===== src/rtl/timing_pkg.sv =====
// Shared encodings for the traffic-light timing path.
// Includes interval codes, programming selector codes and the countdown states.
package timing_pkg;

  typedef enum logic [1:0] {
    INT_BASE = 2'b00,
    INT_EXT  = 2'b01,
    INT_YEL  = 2'b10,
    INT_DBL  = 2'b11
  } interval_e;

  typedef enum logic [1:0] {
    SEL_BASE    = 2'b00,
    SEL_EXT     = 2'b01,
    SEL_YEL     = 2'b10,
    SEL_RESTORE = 2'b11
  } sel_e;

  typedef enum logic {
    IDLE = 1'b0,
    RUN  = 1'b1
  } timer_state_e;

endpackage


===== src/rtl/tick_prescaler.sv =====
// Divides clk down to a one-cycle tick every TICK_DIV cycles.
// Asserting clear restarts the division from zero.
module tick_prescaler #(
  parameter int unsigned TICK_DIV = 100000000
) (
  input  logic clk,
  input  logic Reset,
  input  logic clear,
  output logic tick
);

  localparam int unsigned CNT_W = $clog2(TICK_DIV);
  localparam logic [CNT_W-1:0] LAST = CNT_W'(TICK_DIV - 1);

  logic [CNT_W-1:0] cnt;

  assign tick = (cnt == LAST);

  always_ff @(posedge clk or posedge Reset) begin
    if (Reset)
      cnt <= '0;
    else if (clear || tick)
      cnt <= '0;
    else
      cnt <= cnt + CNT_W'(1);
  end

endmodule


===== src/rtl/interval_timer.sv =====
// Timing-parameter store and seconds countdown for the light FSM.
// Resolves the requested interval to a length and flags expiry.
module interval_timer
  import timing_pkg::*;
#(
  parameter int unsigned VAL_W    = 4,
  parameter int unsigned TICK_DIV = 100000000,
  parameter int unsigned DEF_BASE = 6,
  parameter int unsigned DEF_EXT  = 3,
  parameter int unsigned DEF_YEL  = 2
) (
  input  logic             clk,
  input  logic             Reset,
  input  logic             Reset_Sync,
  input  logic             Prog_Sync,
  input  logic [1:0]       Time_Parameter_Selector,
  input  logic [VAL_W-1:0] Time_value,
  input  logic [1:0]       interval,
  input  logic             Start_Timer,
  output logic [VAL_W:0]   value,
  output logic [VAL_W:0]   remaining,
  output logic             Busy,
  output logic             Expired
);

  localparam logic [VAL_W-1:0] BASE_D = VAL_W'(DEF_BASE);
  localparam logic [VAL_W-1:0] EXT_D  = VAL_W'(DEF_EXT);
  localparam logic [VAL_W-1:0] YEL_D  = VAL_W'(DEF_YEL);
  localparam logic [VAL_W:0]   ONE    = {{VAL_W{1'b0}}, 1'b1};

  logic [VAL_W-1:0] t_base, t_ext, t_yel;
  logic [VAL_W:0]   cur_len;
  timer_state_e     state;
  logic             tick;
  logic             pre_clear;

  // Length from the parameter values held before any write in this cycle.
  always_comb begin
    cur_len = '0;
    case (interval_e'(interval))
      INT_BASE: cur_len = {1'b0, t_base};
      INT_EXT:  cur_len = {1'b0, t_ext};
      INT_YEL:  cur_len = {1'b0, t_yel};
      INT_DBL:  cur_len = {t_base, 1'b0};
      default:  cur_len = '0;
    endcase
  end

  always_ff @(posedge clk or posedge Reset) begin
    if (Reset) begin
      t_base <= BASE_D;
      t_ext  <= EXT_D;
      t_yel  <= YEL_D;
    end else if (Reset_Sync) begin
      t_base <= BASE_D;
      t_ext  <= EXT_D;
      t_yel  <= YEL_D;
    end else if (Prog_Sync) begin
      case (sel_e'(Time_Parameter_Selector))
        SEL_BASE: if (Time_value != '0) t_base <= Time_value;
        SEL_EXT:  if (Time_value != '0) t_ext  <= Time_value;
        SEL_YEL:  if (Time_value != '0) t_yel  <= Time_value;
        SEL_RESTORE: begin
          t_base <= BASE_D;
          t_ext  <= EXT_D;
          t_yel  <= YEL_D;
        end
        default: ;
      endcase
    end
  end

  always_ff @(posedge clk or posedge Reset) begin
    if (Reset)
      value <= {1'b0, BASE_D};
    else
      value <= cur_len;
  end

  assign pre_clear = Start_Timer || (state != RUN);

  tick_prescaler #(
    .TICK_DIV(TICK_DIV)
  ) u_prescaler (
    .clk  (clk),
    .Reset(Reset),
    .clear(pre_clear),
    .tick (tick)
  );

  // A start always wins over a coincident final tick: reload, no expiry.
  always_ff @(posedge clk or posedge Reset) begin
    if (Reset) begin
      state     <= IDLE;
      remaining <= '0;
      Busy      <= 1'b0;
      Expired   <= 1'b0;
    end else begin
      Expired <= 1'b0;
      if (Start_Timer) begin
        if (cur_len == '0) begin
          state     <= IDLE;
          remaining <= '0;
          Busy      <= 1'b0;
          Expired   <= 1'b1;
        end else begin
          state     <= RUN;
          remaining <= cur_len;
          Busy      <= 1'b1;
        end
      end else begin
        case (state)
          IDLE: ;
          RUN: begin
            if (tick) begin
              if (remaining == ONE) begin
                state     <= IDLE;
                remaining <= '0;
                Busy      <= 1'b0;
                Expired   <= 1'b1;
              end else begin
                remaining <= remaining - ONE;
              end
            end
          end
          default: state <= IDLE;
        endcase
      end
    end
  end

endmodule

===== config.mk =====
export PLATFORM = sky130hd
export DESIGN_NAME = interval_timer
export DESIGN_NICKNAME = d
export VERILOG_FILES = /design/src/rtl/timing_pkg.sv /design/src/rtl/tick_prescaler.sv /design/src/rtl/interval_timer.sv
export SDC_FILE = /design/constraint.sdc
export NUM_CORES = 1
export LEC_CHECK = 0
export ABC_AREA = 1
export BUFFER_PORTS_ARGS = -buffer_cell sky130_fd_sc_hd__buf_4
export CORE_AREA = 2 2 70 85
export DETAILED_ROUTE_END_ITERATION = 16
export DIE_AREA = 0 0 72 87
export PLACE_DENSITY = 0.78
export SLEW_MARGIN = 25
export SYNTH_ARGS = -nofsm -noshare
export SYNTH_HDL_FRONTEND = slang
export SYNTH_SLANG_ARGS = --single-unit

===== constraint.sdc =====
create_clock -name clk -period 3.18 [get_ports clk]
set_clock_uncertainty 0.2 [all_clocks]
set_input_delay 0.477 -clock clk [delete_from_list [all_inputs] [get_ports clk]]
set_output_delay 0.477 -clock clk [all_outputs]
set_load 0.01 [all_outputs]

**Yosys cells after proc, flatten, opt, wreduce, memory -nomap -nowiden**

Index checks and enable logic that the tools add are counted.

- Register bits after elaboration: 52
- Input port bits: 13
- Output and inout bits: 12
- Logic and storage cells: 72

- Add/sub/neg operators: 2
- Equal/unequal tests: 11
- Multiplexer cells: 31
- Bitwise gates (word level): 1
- Reduce and logical (&&, ||, !) cells: 18

Operators with widths:

| kind | number |
|---|---|
| $mux 4 | 7 |
| $add 27x1->27 const B | 1 |
| $eq 27x27->1 const B | 1 |
| $mux 27 | 1 |
| $mux 5 | 5 |
| $pmux 4 s2 | 3 |
| $pmux 5 s4 | 1 |
| $mux 1 | 14 |
| $reduce_and 3->1 | 4 |
| $ne 3x3->1 const B | 3 |
| $reduce_bool 3->1 | 3 |
| $eq 2x2->1 const B | 4 |
| $reduce_bool 2->1 | 4 |
| $eq 5x1->1 const B | 1 |
| $logic_not 5->1 | 1 |
| $sub 5x1->5 const B | 1 |
| $eq 2x1->1 const B | 2 |
| $logic_not 2->1 | 2 |
| $reduce_bool 4->1 | 1 |
| $logic_or 1x1->1 | 2 |
| $reduce_and 2->1 | 1 |
| $not 1->1 | 1 |

**Logic depth before layout (Yosys ltp)**

Gate-level depths: netlist of the first run.

- Depth in word-level cells: 5
- Gate-level depth with buffers: 10
- Gate-level depth less buffers: 10

**Modules after synthesis**

From an unflattened synthesis of the first run, not the netlist that was laid out.

- Cells, all modules: 384
- Area, all modules: 2869.0 µm²

By module, submodules not included:

| module | times used | cells each | area an instance (µm²) | sequential area each (µm²) |
|---|---|---|---|---|
| tick_prescaler | 1 | 232 | 1602.8 | 675.6 |
| interval_timer | 1 | 152 | 1266.2 | 634.4 |

**Least setup slack after synthesis of the first run**

No wires, ideal clock.

- Path type: register -> register
- Start point: register u_prescaler.cnt[0]
- End point: register u_prescaler.cnt[18]
- Library setup time: 0.086 ns
- Arrival: 1.369 ns
- Data required time: 2.894 ns
- Slack: 1.525 ns
- Cell stages (with the launch flop): 10
- Period minus slack after synthesis: 1.655 ns
- Cells stage by stage: dfrtp_1 > ha_1 > nand2_1 > nor2_4 > nand2_2 > nor2_2 > nand2_2 > nand2_2 > buf_6 > nor3_1

- Cells in the longest elaborated chain, start to end: 3
- Elaborated cells on any way between the ends: 4
- Those cells by class: add/sub: 1; eq/ne: 1; mux: 1; reduce/logical: 1

Ends and longest elaborated chain:

| item | line | source |
|---|---|---|
| start, declared | tick_prescaler.sv:15 | `logic [CNT_W-1:0] cnt;` |
| start signal, assigned | tick_prescaler.sv:25 | `cnt <= cnt + CNT_W'(1);` |
| branches (longest 2 deep; another with $add 27x1->27) | n/a |  |
| $mux 27 (*) | tick_prescaler.sv:22 | `else if (clear \|\| tick)` |

Mark *: on every way between the ends.
A chain may end at the register's enable or synchronous reset.

**Final worst setup path of the first run**

- Start point: register u_prescaler.cnt[0]
- End point: register u_prescaler.cnt[19]

Same word-level chain as after synthesis.

==> results.sh, run 1 <==
export IMPL_cap_violations=0
export IMPL_ys_seq_area_share_pct=45.3
export IMPL_cts_tree="done"
export IMPL_layout_setup_ws_ns=1.07
export IMPL_finalWirelength_um=6100
export IMPL_h_tree_depth=2
export IMPL_clock_latency_ns=0.30
export IMPL_p_sw_share_pct=28.7
export IMPL_dieArea_mm2=0.00626
export IMPL_drc=0
export IMPL_period_minus_slack_ns=2.11
export IMPL_cts_sinks=52
export IMPL_yosys_warnings=0
export IMPL_grt_max_degree=50
export IMPL_via_count=2574
export IMPL_drive_above_1_share_pct=13.6
export IMPL_ys_flop_type="dfrtp_1"
export IMPL_postCtsResizedCells=0
export IMPL_ff2ff_setup_slack_ns=1.07
export IMPL_synthArstFlopShare_pct=100
export IMPL_grt_pass1_vias=2445
export IMPL_clk_pin_slew_worst_paths_ns=0.09
export IMPL_finalMaxSlewViolations=0
export IMPL_place_gp_congestion=0.955
export IMPL_synth_cells=397
export IMPL_final_nets=440
export IMPL_fillers=520
export IMPL_hold_viol=0
export IMPL_grt_use_total_pct=21.0
export IMPL_first_iter_violations=107
export IMPL_vias_per_cell=5.26
export IMPL_synth_fa_ha_area_share_pct=1.30
export IMPL_grt_overflow=0
export IMPL_start_util_pct=52.4
export IMPL_synth_seq_cells=52
export IMPL_synthMuxAreaShare_pct=0
export IMPL_ioPinCount=25
export IMPL_fin_tns_setup_ns=0
export IMPL_end_kind="register"
export IMPL_syn_nets=413
export IMPL_p_leak_nw=1.47
export IMPL_final_period_utilization_pct=66.3
export IMPL_seq_power_share_pct=54.1
export IMPL_crit_type="register to register"
export IMPL_start_kind="register"
export IMPL_status="finished clean"
export IMPL_synth_xor_xnor_area_share_pct=3.64
export IMPL_rows=30
export IMPL_die_height_um=87
export IMPL_ant_nets=0
export IMPL_relSlewSlack_pct=45.7
export IMPL_wl_per_cell_um=12.5
export IMPL_firstDrtPassIters=4
export IMPL_tightest_slew_ns=0.814
export IMPL_avgSynthCellArea_um2=7.28
export IMPL_post_cts_buffers=0
export IMPL_r2r_end="u_prescaler.cnt[19]$_DFF_PP0_"
export IMPL_reg2reg_from="u_prescaler.cnt[0]$_DFF_PP0_"
export IMPL_powerDensity_mw_per_mm2=434
export IMPL_reg2regPathDepth=10
export IMPL_required_ns=3.17
export IMPL_setup_viol=0
export IMPL_p_sw_mw=0.401
export IMPL_grt_setup_unrepaired="false"
export IMPL_p_clk_share_pct=27.9
export IMPL_synth_edf_count=0
export IMPL_synth_simple_area_share_pct=40.5
export IMPL_peakVddDrop_v=0.000256
export IMPL_hold_path_class="input pin to async pin"
export IMPL_synth_compound_area_share_pct=2.47
export IMPL_area_delta_synth_final_pct=11.5
export IMPL_p_int_mw=0.999
export IMPL_fmax_ghz=0.474
export IMPL_crit_start="u_prescaler.cnt[0]$_DFF_PP0_"
export IMPL_antenna_found_initial=0
export IMPL_critPathArrivalTime_ns=2.10
export IMPL_synth_top_family_by_area="simple AND/OR/NAND/NOR gates"
export IMPL_grt_pass1_wl_um=10500
export IMPL_synth_distinct_cells=28
export IMPL_antenna_cells=0
export IMPL_netlist_area_mm2=0.00289
export IMPL_dp_hpwl_um=4700
export IMPL_hold_buffers=0
export IMPL_cts_buffers=5
export IMPL_die_w_um=72
export IMPL_clock_path_buffers=2
export IMPL_cp_max_fo=21
export IMPL_clockRootBuffer="clkbuf_8"
export IMPL_final_util_pct=58.4
export IMPL_p_comb_share_pct=18.1
export IMPL_dpl_worst_slack_ns=1.08
export IMPL_port_buffers=24
export IMPL_core_mm2=0.00552
==> layer usage <==
layer  routed length, um  global-route usage [%]  vias up
met1                2570                    25.0     1199
met5                   0                       0        -
met3                 204                    2.20       10
met4                 106                    6.52        0
li1                    -                       -     1307
met2                3230                    39.3       58
==> Yosys cell counts, types with 2 or more instances <==
master	n	share of area [%]
nand3_1	40	6.9
nor4_1	2	0.43
buf_6	2	0.78
o21ai_0	9	1.6
dfstp_2	7	6.4
xor2_1	10	3.0
nor3_2	2	0.69
nand3_2	2	0.69
xnor2_1	2	0.61
clkbuf_1	2	0.26
inv_1	42	5.5
ha_1	3	1.3
dfrtp_1	45	39
nand2_1	122	16
nor2_1	64	8.3
nor3_1	15	2.6
nor2_2	4	0.87
nand2_2	4	0.87
or2_2	2	0.43
a21oi_1	3	0.52
nand4_1	8	1.7
==> cell type report <==
class / count / area [um2] / area share [%]
flip-flops and latches: 52 / 1310 / 40.7
clock buffers: 6 / 82.6 / 2.56
multi-input cells: 297 / 1380 / 43.0
repair buffers: 25 / 188 / 5.83
clock inverters: 2 / 15.0 / 0.466
inverters: 43 / 163 / 5.05
well taps: 64 / 80.1 / 2.49
==> kinds of logic after synthesis <==
logic type	after synthesis
AOI/OAI and AO/OA	14
xor gates and xnor gates	12
adders and majority gates	3
buffers and inverters	48
DFF	52
and+or+nand+nor	268
==> power groups by stage <==
stage	Sequential, mW	Clock (mW)	Combinational, mW
after global routing	0.761	0.431	0.291
after detailed placement	0.768	0	0.255
final	0.757	0.390	0.253
after CTS	0.756	0.404	0.256
after floorplan	0.774	0	0.156
after global placement	0.767	0	0.248
==> layout by cell type, fill, tap and decap left out, types with 2 or more instances in the layout <==
master        n
xor2_1       10
nor3_1       15
nand3_1      40
o21ai_0       9
clkbuf_8      6
nand4_1       8
dfrtp_1      45
clkinvlp_4    2
nor3_2        2
nand2_1     122
nand3_2       2
nor4_1        2
inv_1        41
ha_1          3
a21oi_1       3
nor2_2        4
or2_2         2
xnor2_1       2
buf_4        25
nor2_1       64
dfstp_2       7
nand2_2       4
==> sequential cells by signal (all words and copies together), names as in the netlist <==
register and cells:
u_prescaler.cnt 27, remaining 5, value 5, t_base 4, t_ext 4, t_yel 4
Busy 1, Expired 1, state 1
==> worst max-delay path by stage <==
| stage | slack, ns | cells after the start | to |
|---|---|---|---|
| floorplan | 1.26 | 1 | Busy$_DFFE_PP0P_ |
| global placement | 1.15 | 10 | u_prescaler.cnt[19]$_DFF_PP0_ |
| detailed placement | 1.08 | 10 | u_prescaler.cnt[19]$_DFF_PP0_ |
| CTS | 1.05 | 10 | u_prescaler.cnt[19]$_DFF_PP0_ |
| global route | 0.87 | 10 | u_prescaler.cnt[19]$_DFF_PP0_ |
| finish | 1.07 | 10 | u_prescaler.cnt[19]$_DFF_PP0_ |
==> stage by stage <==
| stage | instance area, um2 | hold WS [ns] | power [mW] | std cells |
|---|---|---|---|---|
| after floorplan | 2890 | 0.243 | 0.930 | 397 |
| after global placement | 3120 | 0.258 | 1.01 | 481 |
| after detailed placement | 3120 | 0.258 | 1.02 | 481 |
| after CTS | 3220 | 0.248 | 1.42 | 489 |
| after global routing | 3220 | 0.174 | 1.48 | 489 |
| final | 3220 | 0.105 | 1.40 | 489 |
==> worst max-delay path, cell delays in order, from the launching register on <==
cell,delay [ns]
dfrtp_1,0.41
ha_1,0.19
nand2_1,0.10
nor2_4,0.15
nand2_2,0.11
nor2_2,0.13
nand2_2,0.08
nand2_2,0.34
inv_2,0.14
nand2_1,0.10
nor2_1,0.04
No activity file was read; power rests on OpenSTA's default activity.
==> inputs of run 2 (changes only) <==
==> constraint.sdc (replaced) <==
create_clock -name clk -period 1.94 [get_ports clk]
set_clock_uncertainty 0.2 [all_clocks]
set_input_delay 0.291 -clock clk [delete_from_list [all_inputs] [get_ports clk]]
set_output_delay 0.291 -clock clk [all_outputs]
set_load 0.01 [all_outputs]
==> run 2 against run 1 <==
  * Worst setup slack worse by 1.0 ns
  * Total power up 68%
  * Cell count grew 1.6%
  * Critical endpoint is now u_prescaler.cnt[7]$_DFF_PP0_
==> results.sh, run 2 (synthesized netlist as in run 1, its figures left out) <==
export IMPL_p_sw_mw=0.687
export IMPL_grt_use_met1_pct=24.3
export IMPL_start_kind="register"
export IMPL_cap_violations=0
export IMPL_firstDrtPassIters=4
export IMPL_seq_power_share_pct=52.8
export IMPL_relSlewSlack_pct=65.8
export IMPL_cts_buffers=5
export IMPL_first_iter_violations=122
export IMPL_ant_nets=0
export IMPL_peakVddDrop_v=0.000520
export IMPL_regMostFlops="u_prescaler.cnt"
export IMPL_period_minus_slack_ns=1.87
export IMPL_reg_top3="u_prescaler.cnt x27, remaining x5, value x5"
export IMPL_cts_sinks=52
export IMPL_fin_tns_setup_ns=0
export IMPL_p_int_mw=1.66
export IMPL_use_met2_pct=41.8
export IMPL_antenna_found_initial=0
export IMPL_vias_per_cell=5.16
export IMPL_final_nets=448
export IMPL_p_clk_share_pct=28.2
export IMPL_finalMaxSlewViolations=0
export IMPL_final_period_utilization_pct=96.3
export IMPL_dp_hpwl_um=4880
export IMPL_finalWirelength_um=6490
export IMPL_die_height_um=87
export IMPL_met3_usage_pct=3.82
export IMPL_cts_tree="done"
export IMPL_clockRootBuffer="clkbuf_8"
export IMPL_multi_input_area_mm2=0.00141
export IMPL_fillers=496
export IMPL_wl_per_cell_um=13.1
export IMPL_layout_setup_ws_ns=0.0724
export IMPL_crit_type="register to register"
export IMPL_layout_common_cells="nand2_1, nor2_1, dfrtp_1"
export IMPL_area_delta_synth_final_pct=15.2
export IMPL_dpl_worst_slack_ns=0.0155
export IMPL_tightest_slew_ns=0.507
export IMPL_final_common_cell="nand2_1"
export IMPL_clock_path_buffers=2
export IMPL_setup_viol=0
export IMPL_dieArea_mm2=0.00626
export IMPL_clk_pin_slew_worst_paths_ns=0.10
export IMPL_critPathArrivalTime_ns=1.86
export IMPL_start_util_pct=52.4
export IMPL_powerDensity_mw_per_mm2=706
export IMPL_instances_no_fill=497
export IMPL_port_buffers=24
export IMPL_drc=0
export IMPL_hold_viol=0
export IMPL_core_mm2=0.00552
export IMPL_dp_cells=485
export IMPL_reg2reg_from="u_prescaler.cnt[0]$_DFF_PP0_"
export IMPL_top_usage_layer="met2"
export IMPL_rows=30
export IMPL_fmax_ghz=0.535
export IMPL_p_leak_nw=1.55
export IMPL_hold_path_class="input pin to register"
export IMPL_via_count=2566
export IMPL_crit_start="u_prescaler.cnt[0]$_DFF_PP0_"
export IMPL_grt_pass1_wl_um=10900
export IMPL_grt_use_total_pct=22.0
export IMPL_largest_reg_flops=27
export IMPL_ioPinCount=25
export IMPL_power_mw=2.35
export IMPL_h_tree_depth=2
export IMPL_p_comb_share_pct=19.0
export IMPL_min_from="Reset_Sync"
export IMPL_clock_latency_ns=0.31
export IMPL_antenna_cells=0
export IMPL_grt_max_degree=34
export IMPL_place_gp_congestion=0.902
export IMPL_grt_overflow=0
export IMPL_cp_max_fo=13
export IMPL_required_ns=1.93
export IMPL_end_kind="register"
export IMPL_regArea_mm2=0.00131
export IMPL_drive_above_1_share_pct=15.2
export IMPL_die_w_um=72
export IMPL_p_sw_share_pct=29.2
export IMPL_grt_pass1_vias=2541
export IMPL_status="finished clean"
run 2: changes by cell type in the layout (fill, tap and decap cells not counted), sizes merged:
cell	change
dlygate4sd3	+1
clkinvlp	-2
inv	+2
buf	+7
run 2: final timing paths:
kind,cells after the start,slack (ns),endpoint
setup reg to reg,9,0.07,u_prescaler.cnt[7]$_DFF_PP0_
min in group asynchronous,3,0.33,t_ext[3]$_DFFE_PP0P_
max in group asynchronous,4,0.69,value[4]$_DFF_PP0_
setup / recovery,9,0.07,u_prescaler.cnt[7]$_DFF_PP0_
hold / removal,4,0.10,t_ext[3]$_DFFE_PP0P_
hold reg to reg,2,0.27,t_yel[1]$_DFFE_PP1P_
run 2: critical path, cell delays in order, from the launching register on:
cell and delay (ns):
dfrtp_1 0.40, ha_1 0.20, nand2_2 0.09, nor2_4 0.16
nand2_2 0.13, nor2_2 0.15, nand2_2 0.11, nand2_4 0.12
buf_12 0.14, nor3_1 0.05
run 2: final cells by class:
class,instances,share of cell area [%]
Clock buffer,6,2.48
Tap cell,64,2.40
Clock inverter,2,0.413
Timing Repair Buffer,33,8.26
Sequential cell,52,39.3
Inverter,43,4.85
Multi-Input combinational cell,297,42.3
run 2: timing repair:
action,CTS,global route
endpoints found under the hold margin,12,0
hold buffers,1,0
setup buffers,0,3
gates resized for setup,1,4
pin swaps,0,0
setup endpoints to repair,3,25
run 2: power by group through the flow:
stage / Combinational [mW] / Clock, mW / Sequential [mW]
global route: 0.505 / 0.709 / 1.25
global placement: 0.419 / 0 / 1.26
floorplan: 0.256 / 0 / 1.27
finish: 0.446 / 0.663 / 1.24
CTS: 0.438 / 0.670 / 1.24
detailed placement: 0.433 / 0 / 1.26
run 2: per-stage QoR:
step	hold slack [ns]	utilization [%]	area, um2
2_1_floorplan	0.243	-	2890
3_3_place_gp	0.116	57.6	3180
3_5_place_dp	0.124	57.6	3180
4_1_cts	0.105	59.6	3290
5_1_grt	0.129	60.4	3330
6_report	0.102	60.4	3330
run 2: metal layers:
metal | wire, um | vias up
li1 | - | 1324
met1 | 2700 | 1180
met2 | 3470 | 47
met3 | 202 | 15
met4 | 123 | 0
met5 | 0 | -
